===== src/rtl/fetch.sv =====
// Instruction fetch for the CHIP-8 core: reads each big-endian 16-bit instruction
// from byte-wide memory and holds it at the output until execute accepts it.
//
// state   | meaning
// --------+-----------------------------------------------------------
// ADDR_HI | issue read of hi byte at pc (or trap when pc is 12'hFFF)
// ADDR_LO | issue read of lo byte at pc+1, capture hi byte
// CAP_LO  | capture lo byte
// PRESENT | instruction valid, wait for accept (not stalled)
// TRAP    | sticky fetch trap, left only through reset
module fetch #(
   parameter logic [11:0] RESET_PC = 12'h200
) (
   input  logic        clk,
   input  logic        rst,
   output logic [11:0] mem_addr,
   output logic        mem_rd,
   input  logic [7:0]  mem_rdata,
   input  logic        stalled,
   input  logic        branching,
   input  logic [11:0] branch_target,
   output logic [15:0] instruction,
   output logic [11:0] instr_pc,
   output logic        instr_valid,
   output logic        fetch_trap
);

   typedef enum logic [2:0] {
      ADDR_HI = 3'd0,
      ADDR_LO = 3'd1,
      CAP_LO  = 3'd2,
      PRESENT = 3'd3,
      TRAP    = 3'd4
   } state_t;

   state_t      state;
   state_t      state_nxt;
   logic [11:0] pc;
   logic [7:0]  hi_reg;
   logic [7:0]  lo_reg;
   logic        accept;
   logic        rd_raw;

   assign accept = (state == PRESENT) && !stalled;

   always_ff @(posedge clk or negedge rst) begin
      if (!rst) begin
         state <= ADDR_HI;
      end else begin
         state <= state_nxt;
      end
   end

   // pc wraps naturally in 12 bits (12'hFFE + 2 = 12'h000)
   always_ff @(posedge clk or negedge rst) begin
      if (!rst) begin
         pc     <= RESET_PC;
         hi_reg <= 8'h00;
         lo_reg <= 8'h00;
      end else begin
         if (state == ADDR_LO) begin
            hi_reg <= mem_rdata;
         end
         if (state == CAP_LO) begin
            lo_reg <= mem_rdata;
         end
         if (accept) begin
            pc <= branching ? branch_target : pc + 12'd2;
         end
      end
   end

   always_comb begin
      state_nxt = state;
      case (state)
         ADDR_HI: state_nxt = (pc == 12'hFFF) ? TRAP : ADDR_LO;
         ADDR_LO: state_nxt = CAP_LO;
         CAP_LO:  state_nxt = PRESENT;
         PRESENT: state_nxt = accept ? ADDR_HI : PRESENT;
         TRAP:    state_nxt = TRAP;
         default: state_nxt = ADDR_HI;
      endcase
   end

   always_comb begin
      rd_raw      = 1'b0;
      mem_addr    = pc;
      instr_valid = 1'b0;
      fetch_trap  = 1'b0;
      case (state)
         ADDR_HI: rd_raw = (pc != 12'hFFF);
         ADDR_LO: begin
            rd_raw   = 1'b1;
            mem_addr = pc + 12'd1;
         end
         PRESENT: instr_valid = 1'b1;
         TRAP:    fetch_trap  = 1'b1;
         default: rd_raw = 1'b0;
      endcase
   end

   // reset leaves the FSM in ADDR_HI, so the read strobe must be gated by rst itself
   assign mem_rd      = rd_raw & rst;
   assign instruction = {hi_reg, lo_reg};
   assign instr_pc    = pc;

endmodule

===== config.mk =====
export PLATFORM = sky130hd
export DESIGN_NAME = fetch
export DESIGN_NICKNAME = d
export VERILOG_FILES = /design/src/rtl/fetch.sv
export SDC_FILE = /design/constraint.sdc
export NUM_CORES = 1
export LEC_CHECK = 0
export BUFFER_PORTS_ARGS = -buffer_cell sky130_fd_sc_hd__buf_2
export CELL_PAD_IN_SITES_DETAIL_PLACEMENT = 2
export CELL_PAD_IN_SITES_GLOBAL_PLACEMENT = 2
export CORE_MARGIN = 2
export CORE_UTILIZATION = 26
export DETAILED_ROUTE_END_ITERATION = 10
export GPL_ROUTABILITY_DRIVEN = 1
export GPL_TIMING_DRIVEN = 0
export PLACE_DENSITY = 0.8
export SYNTH_ARGS = -nofsm -noshare
export SYNTH_HDL_FRONTEND = slang
export SYNTH_SLANG_ARGS = --single-unit

===== constraint.sdc =====
create_clock -name clk -period 1.9 [get_ports clk]
set_clock_uncertainty 0.1 [all_clocks]
set_input_delay 0.38 -clock clk [delete_from_list [all_inputs] [get_ports clk]]
set_output_delay 0.38 -clock clk [all_outputs]
set_load 0.05 [all_outputs]

==> results.cfg, run 1 <==
[status]
status = finished with violations
violations = setup timing

[cells_and_area]
largest_reg_flops = 12
drive_gt1_frac = 0.646
num_antenna_cells = 0
final_cell_mix = buf_2 (53), buf_4 (25), dfrtp_1 (19), buf_6 (16), mux2_2 (16)
syn2layout_area_growth_pct = 72.1
fin_cells = 340
mostFrequentLayoutCell = buf_2
nets = 288

[sta]
fin_ws_ps = -459
final_max_slew_viol_count = 0
setup_viol = 13
min_period_over_period = 1.24
hold_viol_final = 0
post-route-min-period_ps = 2360
fmax_ghz = 0.424
tightest_slew_ps = 750
rsz0062_at_grt = true
slew_headroom = 0.500

[place]
port_buffers = 66
gp_congestion = 0.770
place_inst = 306
dpl.hpwl_mm = 4.05
pre_cts_slack_ps = -653

[setup_path]
critPathCaptureType = primary output
r2r_cells = 6
path_class = reg2out
endpoint = mem_addr[8]
cp_max_fo = 6
crit_start = instr_pc[4]
r2r-start = state[1]
reg2reg_slack_ps = 90
timing.rr.end = hi_reg[5]
cp-start-kind = flip-flop
critPathRequiredTime_ps = 1420
arrival_ps = 1880

[synth]
synth-edff-count = 0
yosysWarnings = 0
synth_fp_nets = 189
netlist_instances = 163
synthArstFlopShare = 1.00
synth_area_leaders = dfrtp_1 (44%), mux2_2 (11%), a21oi_1 (4.4%)
yosysSeqAreaShare = 0.460
synth_top_flop_cell = dfrtp_1
syn-mean-instance-area_um2 = 10.4
yosysTopAreaCell = dfrtp_1
syn_area_um2 = 1690
synth_top_area_frac = 0.445
synth_cell_types = 40
synth_seq_cells = 31

[floorplan]
coreArea_um2 = 6310
io_pins = 67
die_area_um2 = 7150
dieHeight_um = 84.6
initial_utilization = 0.267
rows = 29
die_w_um = 84.6

[grt]
grt_use_met1 = 0.212
busiest_layer = met2
use_met2 = 0.321
grt_pass1_wl_mm = 10.1
grt_max_degree = 33
gr-usage-all-layers = 0.181
grt_pass1_vias = 1901
grt_overflow = 0
antenna_found_initial = 0
met3_usage = 0.0570

[hold_path]
hold_class = in2async

[clocking]
postCtsHoldBufs = 0
cts_sinks = 31
cts_buffer_depth = 2
root_buffer = clkbuf_8
cts_buffers = 5
cts_tree = built
clk_transition_reported_paths_ps = 80
clk_latency_ps = 300
h-tree-depth = 2

[route]
ant_nets = 0
drc = 0
vias_per_cell = 4.98
wl_per_cell_um = 18.8
wl_mm = 6.38
drtIter0Drc = 52
via_count = 1692
firstDrtPassIters = 4

[run]
maxCapViolCount = 0
==> per-layer routing <==
metal	share of wire	routed length (um)
met5	0	0
met4	0.0093	59
met3	0.061	388
met2	0.52	3340
met1	0.41	2590
==> kinds of logic (layout without fill, tap and decap cells) <==
logic type | count (synthesis) | after routing | share of synthesized area
buffers and inverters | 15 | 115 | 0.0393
multiplexers | 19 | 19 | 0.125
flip-flops | 31 | 31 | 0.460
AO/OA/AOI/OAI | 38 | 38 | 0.134
XOR/XNOR | 11 | 11 | 0.0571
adder cells (fa/ha/maj) | 2 | 2 | 0.0148
AND/OR/NAND/NOR | 47 | 47 | 0.169
==> what timing repair did <==
item / in CTS / in global routing
endpoints found under the setup margin: 14 / 23
resized for setup: 40 / 10
pin swaps: 9 / 9
setup buffers: 15 / 13
==> how the worst min path moves through the flow <==
stage                     cells past startpoint         to  slack, ps  startpoint
after CTS                                     1  hi_reg[6]         70         rst
final                                         1  hi_reg[6]         50         rst
after floorplan                               0  hi_reg[0]        -20         rst
after detailed placement                      1  lo_reg[0]        390         rst
after global routing                          1  hi_reg[6]         90         rst
after global placement                        1  lo_reg[0]        380         rst
==> stage by stage <==
| step | area, um2 | setup TNS (ps) | hold WS (ps) | utilization |
|---|---|---|---|---|
| floorplan | 1980 | -2580 | -15.6 | - |
| global placement | 2410 | -5290 | 384 | 0.381 |
| detailed placement | 2410 | -5980 | 393 | 0.381 |
| CTS | 2790 | -5230 | 72.1 | 0.442 |
| global route | 2910 | -6000 | 93.4 | 0.460 |
| finish | 2910 | -5050 | 46.1 | 0.460 |
==> synth_stat cells (2+ instances only) <==
cell	number
xnor2_1	8
xor2_1	3
nand2_1	10
and4_1	2
a21oi_1	15
nand3_1	6
clkbuf_1	4
nor3_1	3
ha_1	2
buf_2	5
nor3b_4	2
mux2i_1	2
dfrtp_1	30
o22ai_1	6
o21ai_0	8
mux2_2	17
nand4_1	4
or3_1	2
nor2_1	8
inv_1	5
a22oi_1	2
==> layout make-up <==
| cell class | instances | area, um2 |
|---|---|---|
| clock buffers | 6 | 82.6 |
| inverters | 5 | 21.3 |
| flip-flops and latches | 31 | 798 |
| repair buffers | 93 | 633 |
| clock inverters | 2 | 35.0 |
| multi-input cells | 117 | 1160 |
| plain buffers | 9 | 76.3 |
| fillers | 679 | 3410 |
| well taps | 77 | 96.3 |
==> critical path, cell delays in order, from the launching register on <==
cell and delay, ps:
dfrtp_2 470, nand4_1 260, nor3b_4 350, nand3_2 170
xnor2_4 160, buf_6 170
Power of run 1 is left out: the tool's default activity adds up to more than one toggle a clock period on the data nets, which glitch-free logic cannot reach.
==> run 2, diff against run 1 <==
--- a/config.mk
+++ b/config.mk
@@ -5,15 +5,16 @@
 export SDC_FILE = /design/constraint.sdc
 export NUM_CORES = 1
 export LEC_CHECK = 0
+export ABC_AREA = 1
 export BUFFER_PORTS_ARGS = -buffer_cell sky130_fd_sc_hd__buf_2
 export CELL_PAD_IN_SITES_DETAIL_PLACEMENT = 2
 export CELL_PAD_IN_SITES_GLOBAL_PLACEMENT = 2
 export CORE_MARGIN = 2
-export CORE_UTILIZATION = 26
+export CORE_UTILIZATION = 23
 export DETAILED_ROUTE_END_ITERATION = 10
 export GPL_ROUTABILITY_DRIVEN = 1
 export GPL_TIMING_DRIVEN = 0
-export PLACE_DENSITY = 0.8
+export PLACE_DENSITY = 0.78
 export SYNTH_ARGS = -nofsm -noshare
 export SYNTH_HDL_FRONTEND = slang
 export SYNTH_SLANG_ARGS = --single-unit
==> results.cfg, run 2 <==
[sta]
fin_tns_setup_ps = -2310
setup_viol = 12
min_period_over_period = 1.13
tightest_slew_ps = 766
worst_hold_slack_ps = 58.4
fin_ws_ps = -247
slew_headroom = 0.489
rsz0062_at_grt = true
post-route-min-period_ps = 2150
hold_viol_final = 0
final_max_slew_viol_count = 0
fmax_ghz = 0.466

[place]
gp_congestion = 0.764
dpl.hpwl_mm = 4.91
port_buffers = 66
place_area_um2 = 2410

[synth]
synth_area_leaders = dfrtp_1 (42%), nand2_1 (15%), nand3_1 (7.0%)
synthTopCellsByCount = nand2_1 (69), dfrtp_1 (30), inv_1 (28)
yosysWarnings = 0
yosysTopAreaCell = dfrtp_1
synthArstFlopShare = 1.00
netlist_instances = 244
synth_top_flop_cell = dfrtp_1
yosysSeqAreaShare = 0.436
syn_area_um2 = 1780
synth-edff-count = 0
synth_top_area_frac = 0.421
synth_fp_nets = 270
synth_seq_cells = 31
synth_cell_types = 28
syn-mean-instance-area_um2 = 7.31
yosysMostFrequentCell = nand2_1

[clocking]
cts_buffers = 5
h-tree-depth = 2
clk_transition_reported_paths_ps = 80
cts_sinks = 31
clk_latency_ps = 290
cts_tree = built
cts_buffer_depth = 2
root_buffer = clkbuf_8

[route]
via_count = 2049
drc = 0
top_layer = met4
ant_nets = 0
route.met2.wl_mm = 3.96
firstDrtPassIters = 4
wl_met1_mm = 2.88
drtIter0Drc = 29
wl_met3_um = 410
wl_per_cell_um = 16.5
vias_per_cell = 4.59
wl_mm = 7.36

[cells_and_area]
nets = 369
drive_gt1_frac = 0.474
syn2layout_area_growth_pct = 66.0
num_antenna_cells = 0
mostFrequentLayoutCell = nand2_1
largest_reg_flops = 12
final_cell_mix = nand2_1 (58), buf_2 (52), inv_1 (26), buf_4 (26)
design_area_um2 = 2960

[floorplan]
die_w_um = 92.0
io_pins = 67
die_area_um2 = 8470
dieHeight_um = 92.0
initial_utilization = 0.234
coreArea_um2 = 7610
rows = 32

[setup_path]
cp-start-kind = flip-flop
cp_max_fo = 6
path_class = reg2out
cpMaxStageDelayCell = dfrtp_2
critPathRequiredTime_ps = 1420
arrival_ps = 1670
critPathCaptureType = primary output
slowest_delay_ps = 450
crit_chain = ha_4 -> nand2_4 -> nor2_4 -> nand3_1 -> nand3_2 -> nand2_2 -> buf_8

[hold_path]
hold_class = in2async

[status]
violations = setup timing
status = finished with violations

[grt]
grt_pass1_wl_mm = 11.4
gr-usage-all-layers = 0.171
grt_overflow = 0
antenna_found_initial = 0
grt_max_degree = 33
grt_pass1_vias = 2270

[run]
maxCapViolCount = 0
==> run 2: cell types whose count changed after synthesis, moves of 5 or more <==
cell     delta
mux2_2     -17
nand3_1    +19
xnor2_1     -7
a21oi_1    -10
o22ai_1     -5
nor2_1     +14
o21ai_0    +16
nand2_1    +59
inv_1      +23
==> run 2: repair_timing <==
action,CTS,global route
hold buffers,0,0
setup buffers,16,10
pin swaps,12,13
gates resized for setup,43,25
endpoints found under the hold margin,0,0
endpoints found under the setup margin,13,14
==> run 2: logic make-up (layout without fill, tap and decap cells) <==
family                     Yosys count  after routing  synth area share
AOI/OAI and AO/OA                   35             35             0.105
xor gates and xnor gates             5              5            0.0246
adders and majority gates            2              2            0.0140
buffers and inverters               38            138            0.0877
DFF                                 31             31             0.436
and+or+nand+nor                    133            133             0.333
==> run 2: cell type report <==
type,count,area [um2]
timing repair buffer,92,656
fill,873,4650
tap,102,128
clock buffer,5,68.8
sequential,31,790
clock inverter,3,20.0
inverter,31,120
buffer,7,70.1
multi-input combinational,175,1110
==> run 2: per-stage QoR <==
step,util,setup slack (ps),std cells
floorplan,-,-126,244
global route,0.389,-363,446
global placement,0.316,-212,412
detailed placement,0.316,-232,412
finish,0.389,-247,446
CTS,0.366,-257,436
==> run 2: metal layers <==
metal	global-route usage	vias up
li1	-	974
met1	0.190	1007
met2	0.324	59
met3	0.0460	9
met4	0.0398	0
met5	0	-
==> run 2: worst max-delay path, delay by kind of cell (launching register included) <==
family	cells	cell delay, ps
buffers and inverters	1	140
adder cells (fa/ha/maj)	1	170
AND/OR/NAND/NOR	5	610
flip-flops	1	450
==> run 2: worst paths after layout <==
| path | startpoint | endpoint | slack, ps | cells past startpoint |
|---|---|---|---|---|
| max reg2reg | state[2] | instr_pc[7] | 140 | 8 |
| min | rst | state[2] | 60 | 1 |
| min in group clk | branch_target[2] | instr_pc[2] | 250 | 3 |
| min reg2reg | hi_reg[4] | hi_reg[4] | 390 | 2 |
| max in group asynchronous | rst | instr_pc[2] | 1070 | 1 |
| max | instr_pc[1] | mem_addr[9] | -250 | 7 |
Power of run 2 is left out for the same reason.
==> run 3, diff against run 2 <==
--- a/config.mk
+++ b/config.mk
@@ -14,6 +14,7 @@
 export DETAILED_ROUTE_END_ITERATION = 10
 export GPL_ROUTABILITY_DRIVEN = 1
 export GPL_TIMING_DRIVEN = 0
+export MAX_ROUTING_LAYER = met4
 export PLACE_DENSITY = 0.78
 export SYNTH_ARGS = -nofsm -noshare
 export SYNTH_HDL_FRONTEND = slang
==> results.cfg, run 3 (synthesized netlist as in run 2, its figures left out) <==
[floorplan]
dieHeight_um = 92.0
io_pins = 67
rows = 32
initial_utilization = 0.234
die_w_um = 92.0
die_area_um2 = 8470
coreArea_um2 = 7610

[status]
violations = setup timing
status = finished with violations

[clocking]
h-tree-depth = 2
cts_tree = built
postCtsHoldBufs = 0
cts_sinks = 31
cts_buffer_depth = 2
clk_latency_ps = 290
clk_transition_reported_paths_ps = 80
root_buffer = clkbuf_8
cts_buffers = 5

[cells_and_area]
nFillCells = 876
num_antenna_cells = 0
largest_reg_flops = 12
drive_gt1_frac = 0.469
syn2layout_area_growth_pct = 64.1
nets = 366
fin_cells = 443
mostFrequentLayoutCell = nand2_1
final_cell_mix = nand2_1 (58), buf_2 (52), inv_1 (26), buf_4 (23)

[place]
port_buffers = 66
dpl.hpwl_mm = 4.91
place_inst = 412
gp_congestion = 0.774

[setup_path]
critPathCaptureType = primary output
reg2reg_slack_ps = 180
path_class = reg2out
cp-start-kind = flip-flop
r2r-start = state[1]
r2r_cells = 8
timing.rr.end = lo_reg[2]
cp_max_fo = 6
critPathRequiredTime_ps = 1420
arrival_ps = 1680

[route]
wl_mm = 7.14
vias_per_cell = 4.53
firstDrtPassIters = 4
drc = 0
wl_per_cell_um = 16.1
via_count = 2006
drtIter0Drc = 30
ant_nets = 0

[grt]
gr-usage-all-layers = 0.176
grt_max_degree = 33
antenna_found_initial = 0
grt_pass1_wl_mm = 11.3
grt_pass1_vias = 2278
grt_overflow = 0

[run]
maxCapViolCount = 0

[sta]
min_period_over_period = 1.14
final_max_slew_viol_count = 0
tightest_slew_ps = 758
rsz0062_at_grt = true
fmax_ghz = 0.463
fin_ws_ps = -258
setup_viol = 12
slew_headroom = 0.495
hold_viol_final = 0
fin_tns_setup_ps = -2270
post-route-min-period_ps = 2160

[hold_path]
hold_class = in2async
==> run 3: cell count changes in the layout (fill, tap and decap cells not counted) <==
cell	change
buf_8	-1
nand3_2	+1
nand3_4	-1
buf_4	-3
buf_6	+1
==> run 3: how the worst max path moves through the flow <==
stage / end / from / cells after the start
after floorplan: mem_rd / instr_pc[1] / 6
after global placement: mem_addr[6] / state[2] / 6
after detailed placement: mem_addr[6] / state[2] / 6
after CTS: mem_addr[11] / instr_pc[1] / 8
after global routing: mem_addr[9] / instr_pc[1] / 8
final: mem_addr[9] / instr_pc[1] / 7
==> run 3: cell type report <==
type                       count  area [um2]  area share
buffer                         7        70.1      0.0239
tap                          102         128      0.0436
timing repair buffer          89         629       0.215
multi-input combinational    175        1100       0.376
sequential                    31         790       0.270
clock inverter                 3        20.0     0.00684
clock buffer                   5        68.8      0.0235
inverter                      31         120      0.0410
==> run 3: critical path: stages, from the launching register on <==
cell     delay [ps]
dfrtp_2         450
ha_4            170
nand2_4          70
nor2_4          200
nand3_1         170
nand3_2         110
nand2_2          60
buf_8           140
==> run 3: per-stage QoR <==
step | instance area (um2) | utilization | worst slack, ps | hold slack (ps)
global placement | 2410 | 0.316 | -212 | 362
finish | 2930 | 0.385 | -258 | 49.7
floorplan | 1950 | - | -126 | -15.6
CTS | 2780 | 0.366 | -257 | 87.8
detailed placement | 2410 | 0.316 | -232 | 372
global route | 2930 | 0.385 | -361 | 115
==> run 3: routing by layer <==
metal	share of wire	vias up	wire [um]	track usage
li1	-	964	-	-
met1	0.41	986	2930	0.194
met4	0.0083	0	59	0.0398
met5	0	-	0	-
met3	0.044	5	317	0.0370
met2	0.54	51	3830	0.324
==> run 3: repair_timing <==
action                                  4_1_cts  5_1_grt
setup buffers                                16        7
endpoints found under the setup margin       13       14
resized for setup                            43       23
pin swaps                                    12       12
Power of run 3 is left out for the same reason.
